**src/rtl/multiplicand_sequencer_if.sv**
```systemverilog
// Multiplicand sequencer bus: order request, status and gates.
// Ports: start/order in; busy/done/digit, Main Control and tank gates out.
interface multiplicand_sequencer_if #(
  parameter int CW = 6
);
  logic          start;
  logic [4:0]    order;
  logic          busy;
  logic          done;
  logic [CW-1:0] digit;
  logic          g12;
  logic          g13;
  logic          c1;
  logic          c21;
  logic          g2_pos;
  logic          g2_neg;
  logic          g3_pos;
  logic          g6_pos;
  logic          g11_neg;
  logic          da_m;

  modport master (
    output start, order,
    input  busy, done, digit,
    input  g12, g13, c1, c21,
    input  g2_pos, g2_neg, g3_pos,
    input  g6_pos, g11_neg, da_m
  );

  modport slave (
    input  start, order,
    output busy, done, digit,
    output g12, g13, c1, c21,
    output g2_pos, g2_neg, g3_pos,
    output g6_pos, g11_neg, da_m
  );
endinterface

```
**src/rtl/multiplicand_sequencer.sv**
```systemverilog
// Word-timed gate generator for the Multiplicand Tank and Main Control.
// Ports: clk, rst_n, bus (slave); step when MCAND_SINGLE_STEP_EN.
module multiplicand_sequencer #(
  parameter int WORD_LEN   = 36,
  parameter int MULT_WORDS = 17,
  parameter int CW         = 6
) (
  input  logic clk,
  input  logic rst_n,
`ifdef MCAND_SINGLE_STEP_EN
  input  logic step,
`endif
  multiplicand_sequencer_if.slave bus
);

  localparam int WW = $clog2(MULT_WORDS + 1);
  localparam logic [CW-1:0] LAST_D = CW'(WORD_LEN - 1);

`ifdef MCAND_SINGLE_STEP_EN
  typedef enum logic [2:0] {
    IDLE, STAGE1, STAGE2, EXEC, HOLD
  } state_t;
`else
  typedef enum logic [2:0] {
    IDLE, STAGE1, STAGE2, EXEC
  } state_t;
`endif

  state_t        st_q, st_n;
  logic [CW-1:0] digit_q, dig_n;
  logic [WW-1:0] word_q, word_n, lastw;
  logic [4:0]    ord_q, ord_n;
  logic          pend_q, pend_n;
  logic          wrap, accept;
  logic          sh_n, mu_n, o_n;
  logic          busy_n, done_n;
  logic          g12_n, g13_n;
  logic          c1_n, c21_n;
  logic          g2_n, g3_n, g6_n;
  logic          g11_n, da_n;
`ifdef MCAND_SINGLE_STEP_EN
  logic          step_q, step_n;
`endif

  always_comb begin
    wrap   = (digit_q == LAST_D);
    dig_n  = wrap ? '0 : digit_q + 1'b1;
    accept = bus.start && (st_q == IDLE)
             && !pend_q;
    ord_n  = accept ? bus.order : ord_q;
    sh_n   = ord_n inside {5'd28, 5'd12, 5'd30};
    mu_n   = ord_n inside {5'd31, 5'd22};
    o_n    = (ord_n == 5'd9);
    lastw  = mu_n ? WW'(MULT_WORDS - 1) : '0;
    st_n   = st_q;
    pend_n = pend_q || accept;
    word_n = word_q;
`ifdef MCAND_SINGLE_STEP_EN
    step_n = (st_q == HOLD) && !wrap
             && (step_q || step);
`endif
    if (wrap) begin
      unique case (st_q)
        IDLE: begin
          if (pend_q || accept) begin
            st_n   = STAGE1;
            pend_n = 1'b0;
          end
        end
        STAGE1: st_n = STAGE2;
        STAGE2: begin
          st_n   = EXEC;
          word_n = '0;
        end
        EXEC: begin
          if (word_q == lastw) begin
`ifdef MCAND_SINGLE_STEP_EN
            st_n = HOLD;
`else
            st_n = IDLE;
`endif
          end else begin
            word_n = word_q + 1'b1;
          end
        end
`ifdef MCAND_SINGLE_STEP_EN
        HOLD: if (step_q || step) st_n = IDLE;
`endif
        default: st_n = IDLE;
      endcase
    end
  end

  // Gates are decoded from the next-cycle state and digit so the
  // registered outputs line up with digit 0 of each word.
  always_comb begin
    busy_n = pend_n || (st_n != IDLE);
    g12_n  = (st_n == STAGE1);
    g13_n  = (st_n == STAGE2);
    c1_n   = 1'b0;
    c21_n  = 1'b0;
    g2_n   = 1'b0;
    g3_n   = 1'b0;
    g6_n   = 1'b0;
    da_n   = 1'b0;
    done_n = 1'b0;
    g11_n  = 1'b1;
    unique case (1'b1)
      (st_n == STAGE1): g11_n = 1'b0;
      (st_n == STAGE2): begin
        c1_n  = sh_n || mu_n;
        c21_n = o_n;
        g11_n = sh_n || mu_n || o_n;
      end
      (st_n == EXEC): begin
        c1_n   = sh_n || mu_n;
        c21_n  = o_n;
        g6_n   = sh_n;
        g3_n   = mu_n;
        g2_n   = mu_n && (word_n == '0)
                 && (dig_n != LAST_D);
        da_n   = mu_n && (word_n == '0)
                 && (dig_n == LAST_D);
        done_n = (word_n == lastw)
                 && (dig_n == LAST_D);
      end
      default: g11_n = 1'b1;
    endcase
  end

  always_ff @(posedge clk or negedge rst_n) begin
    if (!rst_n) begin
      st_q        <= IDLE;
      digit_q     <= '0;
      word_q      <= '0;
      ord_q       <= '0;
      pend_q      <= 1'b0;
`ifdef MCAND_SINGLE_STEP_EN
      step_q      <= 1'b0;
`endif
      bus.digit   <= '0;
      bus.busy    <= 1'b0;
      bus.done    <= 1'b0;
      bus.g12     <= 1'b0;
      bus.g13     <= 1'b0;
      bus.c1      <= 1'b0;
      bus.c21     <= 1'b0;
      bus.g2_pos  <= 1'b0;
      bus.g3_pos  <= 1'b0;
      bus.g6_pos  <= 1'b0;
      bus.g11_neg <= 1'b0;
      bus.da_m    <= 1'b0;
    end else begin
      st_q        <= st_n;
      digit_q     <= dig_n;
      word_q      <= word_n;
      ord_q       <= ord_n;
      pend_q      <= pend_n;
`ifdef MCAND_SINGLE_STEP_EN
      step_q      <= step_n;
`endif
      bus.digit   <= dig_n;
      bus.busy    <= busy_n;
      bus.done    <= done_n;
      bus.g12     <= g12_n;
      bus.g13     <= g13_n;
      bus.c1      <= c1_n;
      bus.c21     <= c21_n;
      bus.g2_pos  <= g2_n;
      bus.g3_pos  <= g3_n;
      bus.g6_pos  <= g6_n;
      bus.g11_neg <= g11_n;
      bus.da_m    <= da_n;
    end
  end

  assign bus.g2_neg = ~bus.g2_pos;

endmodule

```
**src/flat_wrapper.sv**
```systemverilog
// flat-port wrapper written by rule: the top's interface ports become plain ports
module multiplicand_sequencer_flat 
#(
  parameter int WORD_LEN   = 36,
  parameter int MULT_WORDS = 17,
  parameter int CW         = 6
)
  (clk, rst_n, bus_start, bus_order, bus_busy, bus_done, bus_digit, bus_g12, bus_g13, bus_c1, bus_c21, bus_g2_pos, bus_g2_neg, bus_g3_pos, bus_g6_pos, bus_g11_neg, bus_da_m);
  multiplicand_sequencer_if #(.CW(CW)) bus_i ();
  input  logic clk;
  input  logic rst_n;
  input wire logic [$bits(bus_i.start)-1:0] bus_start;
  input wire logic [$bits(bus_i.order)-1:0] bus_order;
  output wire logic [$bits(bus_i.busy)-1:0] bus_busy;
  output wire logic [$bits(bus_i.done)-1:0] bus_done;
  output wire logic [$bits(bus_i.digit)-1:0] bus_digit;
  output wire logic [$bits(bus_i.g12)-1:0] bus_g12;
  output wire logic [$bits(bus_i.g13)-1:0] bus_g13;
  output wire logic [$bits(bus_i.c1)-1:0] bus_c1;
  output wire logic [$bits(bus_i.c21)-1:0] bus_c21;
  output wire logic [$bits(bus_i.g2_pos)-1:0] bus_g2_pos;
  output wire logic [$bits(bus_i.g2_neg)-1:0] bus_g2_neg;
  output wire logic [$bits(bus_i.g3_pos)-1:0] bus_g3_pos;
  output wire logic [$bits(bus_i.g6_pos)-1:0] bus_g6_pos;
  output wire logic [$bits(bus_i.g11_neg)-1:0] bus_g11_neg;
  output wire logic [$bits(bus_i.da_m)-1:0] bus_da_m;
  assign bus_i.start = bus_start;
  assign bus_i.order = bus_order;
  assign bus_busy = bus_i.busy;
  assign bus_done = bus_i.done;
  assign bus_digit = bus_i.digit;
  assign bus_g12 = bus_i.g12;
  assign bus_g13 = bus_i.g13;
  assign bus_c1 = bus_i.c1;
  assign bus_c21 = bus_i.c21;
  assign bus_g2_pos = bus_i.g2_pos;
  assign bus_g2_neg = bus_i.g2_neg;
  assign bus_g3_pos = bus_i.g3_pos;
  assign bus_g6_pos = bus_i.g6_pos;
  assign bus_g11_neg = bus_i.g11_neg;
  assign bus_da_m = bus_i.da_m;
  multiplicand_sequencer #(.WORD_LEN(WORD_LEN), .MULT_WORDS(MULT_WORDS), .CW(CW)) u_core (.clk(clk), .rst_n(rst_n), .bus(bus_i));
endmodule
```
**config.mk**
```make
export PLATFORM = sky130hd
export DESIGN_NAME = multiplicand_sequencer_flat
export DESIGN_NICKNAME = d
export VERILOG_FILES = /design/src/rtl/multiplicand_sequencer_if.sv /design/src/rtl/multiplicand_sequencer.sv /design/src/flat_wrapper.sv
export SDC_FILE = /design/constraint.sdc
export NUM_CORES = 1
export LEC_CHECK = 0
export CAP_MARGIN = 20
export CORE_ASPECT_RATIO = 0.75
export CORE_MARGIN = 2
export CORE_UTILIZATION = 57
export CTS_BUF_LIST = sky130_fd_sc_hd__clkbuf_16
export CTS_CLUSTER_SIZE = 30
export DETAILED_ROUTE_END_ITERATION = 10
export GPL_TIMING_DRIVEN = 0
export HOLD_SLACK_MARGIN = 0.15
export PLACE_DENSITY_LB_ADDON = 0.3
export SKIP_CTS_REPAIR_TIMING = 1
export SLEW_MARGIN = 20
export SYNTH_ARGS = -nofsm -noshare
export SYNTH_HDL_FRONTEND = slang
export SYNTH_SLANG_ARGS = --single-unit
export TNS_END_PERCENT = 5
```
**constraint.sdc**
```tcl
create_clock -name clk -period 4.7 [get_ports clk]
set_clock_uncertainty 0.1 [all_clocks]
set_input_delay 1.175 -clock clk [delete_from_list [all_inputs] [get_ports clk]]
set_output_delay 1.175 -clock clk [all_outputs]
set_load 0.01 [all_outputs]
```
# [Yosys cells after proc, flatten, opt, wreduce, memory -nomap -nowiden]
# Cells that the tools add are included.
# Widths: inputs -> output; s select.
[word_totals] ff_bits=31 latchBits=0 ram_bits=0 mem_bits_ro=0 inputBits=8 out_inout_bits=18 word_cells=73 n_memories=0
[classes] n_addsub=2 mul=0 div_mod_pow=0 magnitude_cmp=0 n_eq_ne=17 n_shift=0 muxes=20 bitwise_logic=1 n_reduce_logical=17
[ops] operator="$eq 5x5->1 const B" count=4
[ops] operator="$mux 5" count=4
[ops] operator="$eq 3x2->1 const B" count=4
[ops] operator="$eq 6x6->1 const B" count=2
[ops] operator="$pmux 3 s4" count=1
[ops] operator="$eq 5x4->1 const B" count=2
[ops] operator="$eq 5x5->1" count=2
[ops] operator="$pmux 5 s2" count=1
[ops] operator="$mux 1" count=9
[ops] operator="$mux 3" count=3
[ops] operator="$add 6x1->6 const B" count=1
[ops] operator="$eq 3x1->1 const B" count=2
[ops] operator="$logic_and 1x1->1" count=6
[ops] operator="$mux 6" count=1
[ops] operator="$ne 6x6->1 const B" count=1
[ops] operator="$reduce_bool 3->1" count=2
[ops] operator="$add 5x1->5 const B" count=1
[ops] operator="$logic_not 5->1" count=1
[ops] operator="$logic_or 1x1->1" count=4
[ops] operator="$logic_not 3->1" count=1
[ops] operator="$pmux 1 s2" count=1
[ops] operator="$reduce_bool 2->1" count=1
[ops] operator="$reduce_or 2->1" count=1
[ops] operator="$logic_not 1->1" count=1
[ops] operator="$not 1->1" count=1

# [Logic depth before layout (Yosys ltp)]
[logic_depth] word_depth=15 ltp_mapped=8 mapped_depth_nobuf=8

# [Worst setup path before layout]
# Ideal clock, no wire load.
[synth_path] path_kind="input -> register" start="input bus_start" end="register u_core.bus.g2_pos" setup_ns=0.111 arrival_ns=2.814 required_ns=4.489 setup_slack_ns=1.674 cell_stages=6 path_buffers=0 path_cell_list="or4b_4 > o211a_1 > or2_4 > o21ai_2 > nor2_2 > a2111oi_2"
[synth_via] elab_chain_len=14 word_cells_on_any_way=21 cone_classes="eq/ne (4); mux (10); reduce/logical (7)"
[synth_rtl] item="from (decl)" line="flat_wrapper.sv:12" source="input wire logic [$bits(bus_i.start)-1:0] bus_start;"
[synth_rtl] item="$logic_and 1x1->1 *" line="multiplicand_sequencer.sv:48" source="accept = bus.start && (st_q == IDLE)"
[synth_rtl] item="$logic_and 1x1->1 *" line="multiplicand_sequencer.sv:49" source="&& !pend_q;"
[synth_rtl] item="$mux 5" line="multiplicand_sequencer.sv:50" source="ord_n = accept ? bus.order : ord_q;"
[synth_rtl] item="$eq 5x5->1" line="multiplicand_sequencer.sv:52" source="mu_n = ord_n inside {5'd31, 5'd22};"
[synth_rtl] item="$reduce_bool 2->1" line="multiplicand_sequencer.sv:52"
[synth_rtl] item="$mux 5" line="multiplicand_sequencer.sv:54" source="lastw = mu_n ? WW'(MULT_WORDS - 1) : '0;"
[synth_rtl] item="$eq 5x5->1" line="multiplicand_sequencer.sv:76" source="if (word_q == lastw) begin"
[synth_rtl] item="$mux 5" line="multiplicand_sequencer.sv:76"
[synth_rtl] item="$pmux 5 s2" line="multiplicand_sequencer.sv:63" source="unique case (st_q)"
[synth_rtl] item="$mux 5" line="multiplicand_sequencer.sv:62" source="if (wrap) begin"
[synth_rtl] item="$logic_not 5->1" line="multiplicand_sequencer.sv:120" source="g2_n = mu_n && (word_n == '0)"
[synth_rtl] item="$logic_and 1x1->1" line="multiplicand_sequencer.sv:120"
[synth_rtl] item="$logic_and 1x1->1" line="multiplicand_sequencer.sv:121" source="&& (dig_n != LAST_D);"
[synth_rtl] item="$mux 1 *" line="multiplicand_sequencer.sv:108" source="unique case (1'b1)"
[synth_rtl] item="via u_core.g2_n" line="multiplicand_sequencer.sv:39" source="logic g2_n, g3_n, g6_n;"
[synth_rtl] item="to (signal assigned)" line="multiplicand_sequencer.sv:169" source="bus.g2_pos <= g2_n;"
[synth_rtl] item="to (decl)" line="multiplicand_sequencer_if.sv:34" source="output g2_pos, g2_neg, g3_pos,"
# The timed path passes the listed nets; every way through them passes the cells marked *.

# [Worst setup path in the final report]
# Ends and elaborated chain as after synthesis.

==> metrics <==
combinational group share of total power=approximately 4.0%; core box area=between 2000 and 3000 um^2; ys async rst share=100.0%; via count=about 1,500; finished layout cell area=approximately 2200 um^2; Hold Vio Cnt, Final=0; Post-Synthesis Cells=~180; Hold Path End=u_core.word_q[1]$_DFF_PN0_; final setup vio count=0; CP arrival=between 3 and 4 ns; Switching Fraction=21.69%; vias in the first global route=~1,400; DR WL/cell=around 16 um; initial antenna violation count=0; CTS clk-pin slew, worst paths=about 0.050 ns; gr ovfl total=0; First DRT Iteration DRCs=between 100 and 150; unrepaired setup endpoints after global routing=false; die area=3509 um^2; critical path type=in2reg; Final Cycle Share=between 70% and 80%; worst reg2reg path startpoint=u_core.bus.digit[0]$_DFF_PN0_; internal power=~0.47 mW; most frequent cells in the layout=dfrtp_1 (31), clkdlybuf4s50_1 (24), nand3_1 (13), o21ai_0 (13); Root Driver=clkbuf_16; Nets=around 220; hold depth=2; min-delay src=u_core.word_q[1]$_DFF_PN0_; maximum VDD drop=275.5 uV; Worst Setup End Kind=flop; Max transition margin=between 50% and 60%; FP Rows=17; largest net degree at the start of global routing=32; Clock Latency Late Sink=around 0.28 ns; TritonCTS Buffers=5; die width=roughly 68 um; final cell count without fillers=249; Main synth FF type=dfrtp_1; critical path peak fanout=9; Mean Syn Cell Area=a little under 10 um^2; post-layout util=around 74%; Final ANT Viol Nets=0; # diodes=0; initial core utilization=between 50% and 60%; Post-Route Setup TNS=0 ns; CTS tree=done; Lkg Pwr=slightly below 0.9 nW; Seq/Total Area, Yosys=between 40% and 50%; FF-to-FF End=u_core.bus.g6_pos$_DFF_PN0_; Final Max Tran Viols=0; Startpoint Class=input port; hold crit path type=reg2reg; commonest non-fill, non-tap cell in the layout=dfrtp_1; post-synth top area share=around 45%; Final Power=a little over 0.6 mW; chip height=51.80 um; IO Pins=26; routed vias/inst=6.044; ratio of cells with drive above 1 in the final layout=12.32%; Post-route DRC=0; post-place setup slack=0.9074 ns; Syn Std Cell Area=around 1700 um^2; Max Cap Viol=0; Synth Net Count=between 150 and 200; Synth-to-Final Area Change=25.00%; H-tree Lvls=2; Post-Route WL=roughly 4 mm; status=completed; Final min period=around 3.5 ns; Yosys top cell by area=dfrtp_1; first-pass GRT wire length=approximately 6.7 mm; Power Density=approximately 280 nW/um^2; DP HPWL=between 2 and 3 mm; RePlAce Congestion=~0.86; most area-consuming cells after synthesis=dfrtp_1 (45%), nand3_1 (3.7%), o21ai_0 (3.7%); area post-placement=a little over 2000 um^2; Post-synth EDFFs=0; placed insts=241; worst reg2reg setup slack=1.94 ns; Sw Pwr=approximately 0.13 mW; worst r2r path cells=7; Hold Worst Slack=approximately 0.47 ns; Distinct cells, synth=50; I/O Buffers=25; Worst-Margin Slew=between 0.6 and 0.7 ns; Synth warnings=0; clock buffer depth=2; Seq cells post-synth=31; CP Data Required Time=4.76 ns; CTS Sinks=31; drt first pass iters=5; Flop pwr share=between 40% and 50%; Final Worst Setup Slack=approximately 1.2 ns; clock share of power=between 50% and 60%; fmax=between 0.2 and 0.3 GHz; GRT Util Overall=27.09%
==> cells by family after synthesis <==
kind of cell	after synthesis	share of synthesized area, %
xor+xnor	7	3.530
mux	6	3.746
simple gates	72	24.13
buf+inv	16	3.530
flops	31	44.67
fa+ha+maj	4	2.882
compound gates	42	17.51
==> worst max-delay path, stage by stage <==
cell and delay (ns):
clkdlybuf4s50_1 0.51, or4b_4 0.53, o211a_1 0.27, or2_4 0.26, o21ai_2 0.37, nor2_2 0.10
a2111oi_2 0.36
==> power groups by stage <==
| stage | sequential, mW | clock (mW) | combinational [mW] |
|---|---|---|---|
| global placement | 0.277 | 0 | 0.0238 |
| floorplan | 0.277 | 0 | 0.00833 |
| finish | 0.273 | 0.308 | 0.0239 |
| global route | 0.273 | 0.327 | 0.0266 |
| CTS | 0.273 | 0.311 | 0.0241 |
| detailed placement | 0.277 | 0 | 0.0240 |
==> cell type report <==
| type | count | area, um^2 |
|---|---|---|
| Buffer | 7 | 27.53 |
| Clock buffer | 5 | 125.1 |
| Clock inverter | 3 | 16.27 |
| Fill cell | 200 | 743.2 |
| Inverter | 9 | 33.78 |
| Multi-Input combinational cell | 131 | 899.6 |
| Sequential cell | 31 | 775.7 |
| Tap cell | 38 | 47.55 |
| Timing Repair Buffer | 25 | 245.2 |
==> layer usage <==
| metal | vias up | part of all wire (%) | global-route usage, % |
|---|---|---|---|
| li1 | 719 | - | - |
| met3 | 15 | 5.7 | 6.926 |
| met1 | 724 | 46 | 35.35 |
| met4 | 0 | 2.9 | 16.67 |
| met2 | 47 | 46 | 40.20 |
| met5 | - | 0 | 0 |
==> state kept, by name (all words and copies together), names as in the netlist <==
| name | count |
|---|---|
| u_core.bus.digit | 6 |
| u_core.bus.c21 | 1 |
| u_core.bus.g2_pos | 1 |
| u_core.st_q | 3 |
| u_core.bus.g3_pos | 1 |
| u_core.bus.g6_pos | 1 |
| u_core.bus.busy | 1 |
| u_core.bus.g12 | 1 |
| u_core.word_q | 5 |
| u_core.bus.g11_neg | 1 |
| u_core.ord_q | 5 |
| u_core.bus.g13 | 1 |
| u_core.pend_q | 1 |
| u_core.bus.da_m | 1 |
| u_core.bus.c1 | 1 |
| u_core.bus.done | 1 |
==> worst max-delay path by stage <==
stage,from,slack [ns],endpoint,cells past startpoint
2_1_floorplan,bus_start,1.67,u_core.bus.g2_pos$_DFF_PN0_,6
3_3_place_gp,bus_start,1.01,u_core.bus.g2_pos$_DFF_PN0_,7
3_5_place_dp,bus_start,0.91,u_core.bus.g2_pos$_DFF_PN0_,7
4_1_cts,bus_start,1.20,u_core.bus.g2_pos$_DFF_PN0_,7
5_1_grt,bus_start,1.05,u_core.bus.g2_pos$_DFF_PN0_,7
6_report,bus_start,1.19,u_core.bus.g2_pos$_DFF_PN0_,7
==> synthesized netlist by cell type, types with 6 or more instances <==
| cell | number |
|---|---|
| clkbuf_1 | 6 |
| dfrtp_1 | 31 |
| inv_1 | 9 |
| nand2_1 | 12 |
| nand3_1 | 13 |
| nor2_1 | 12 |
| o211ai_1 | 6 |
| o21ai_0 | 13 |
| xnor2_1 | 6 |
No activity file was read; power rests on OpenSTA's default activity.
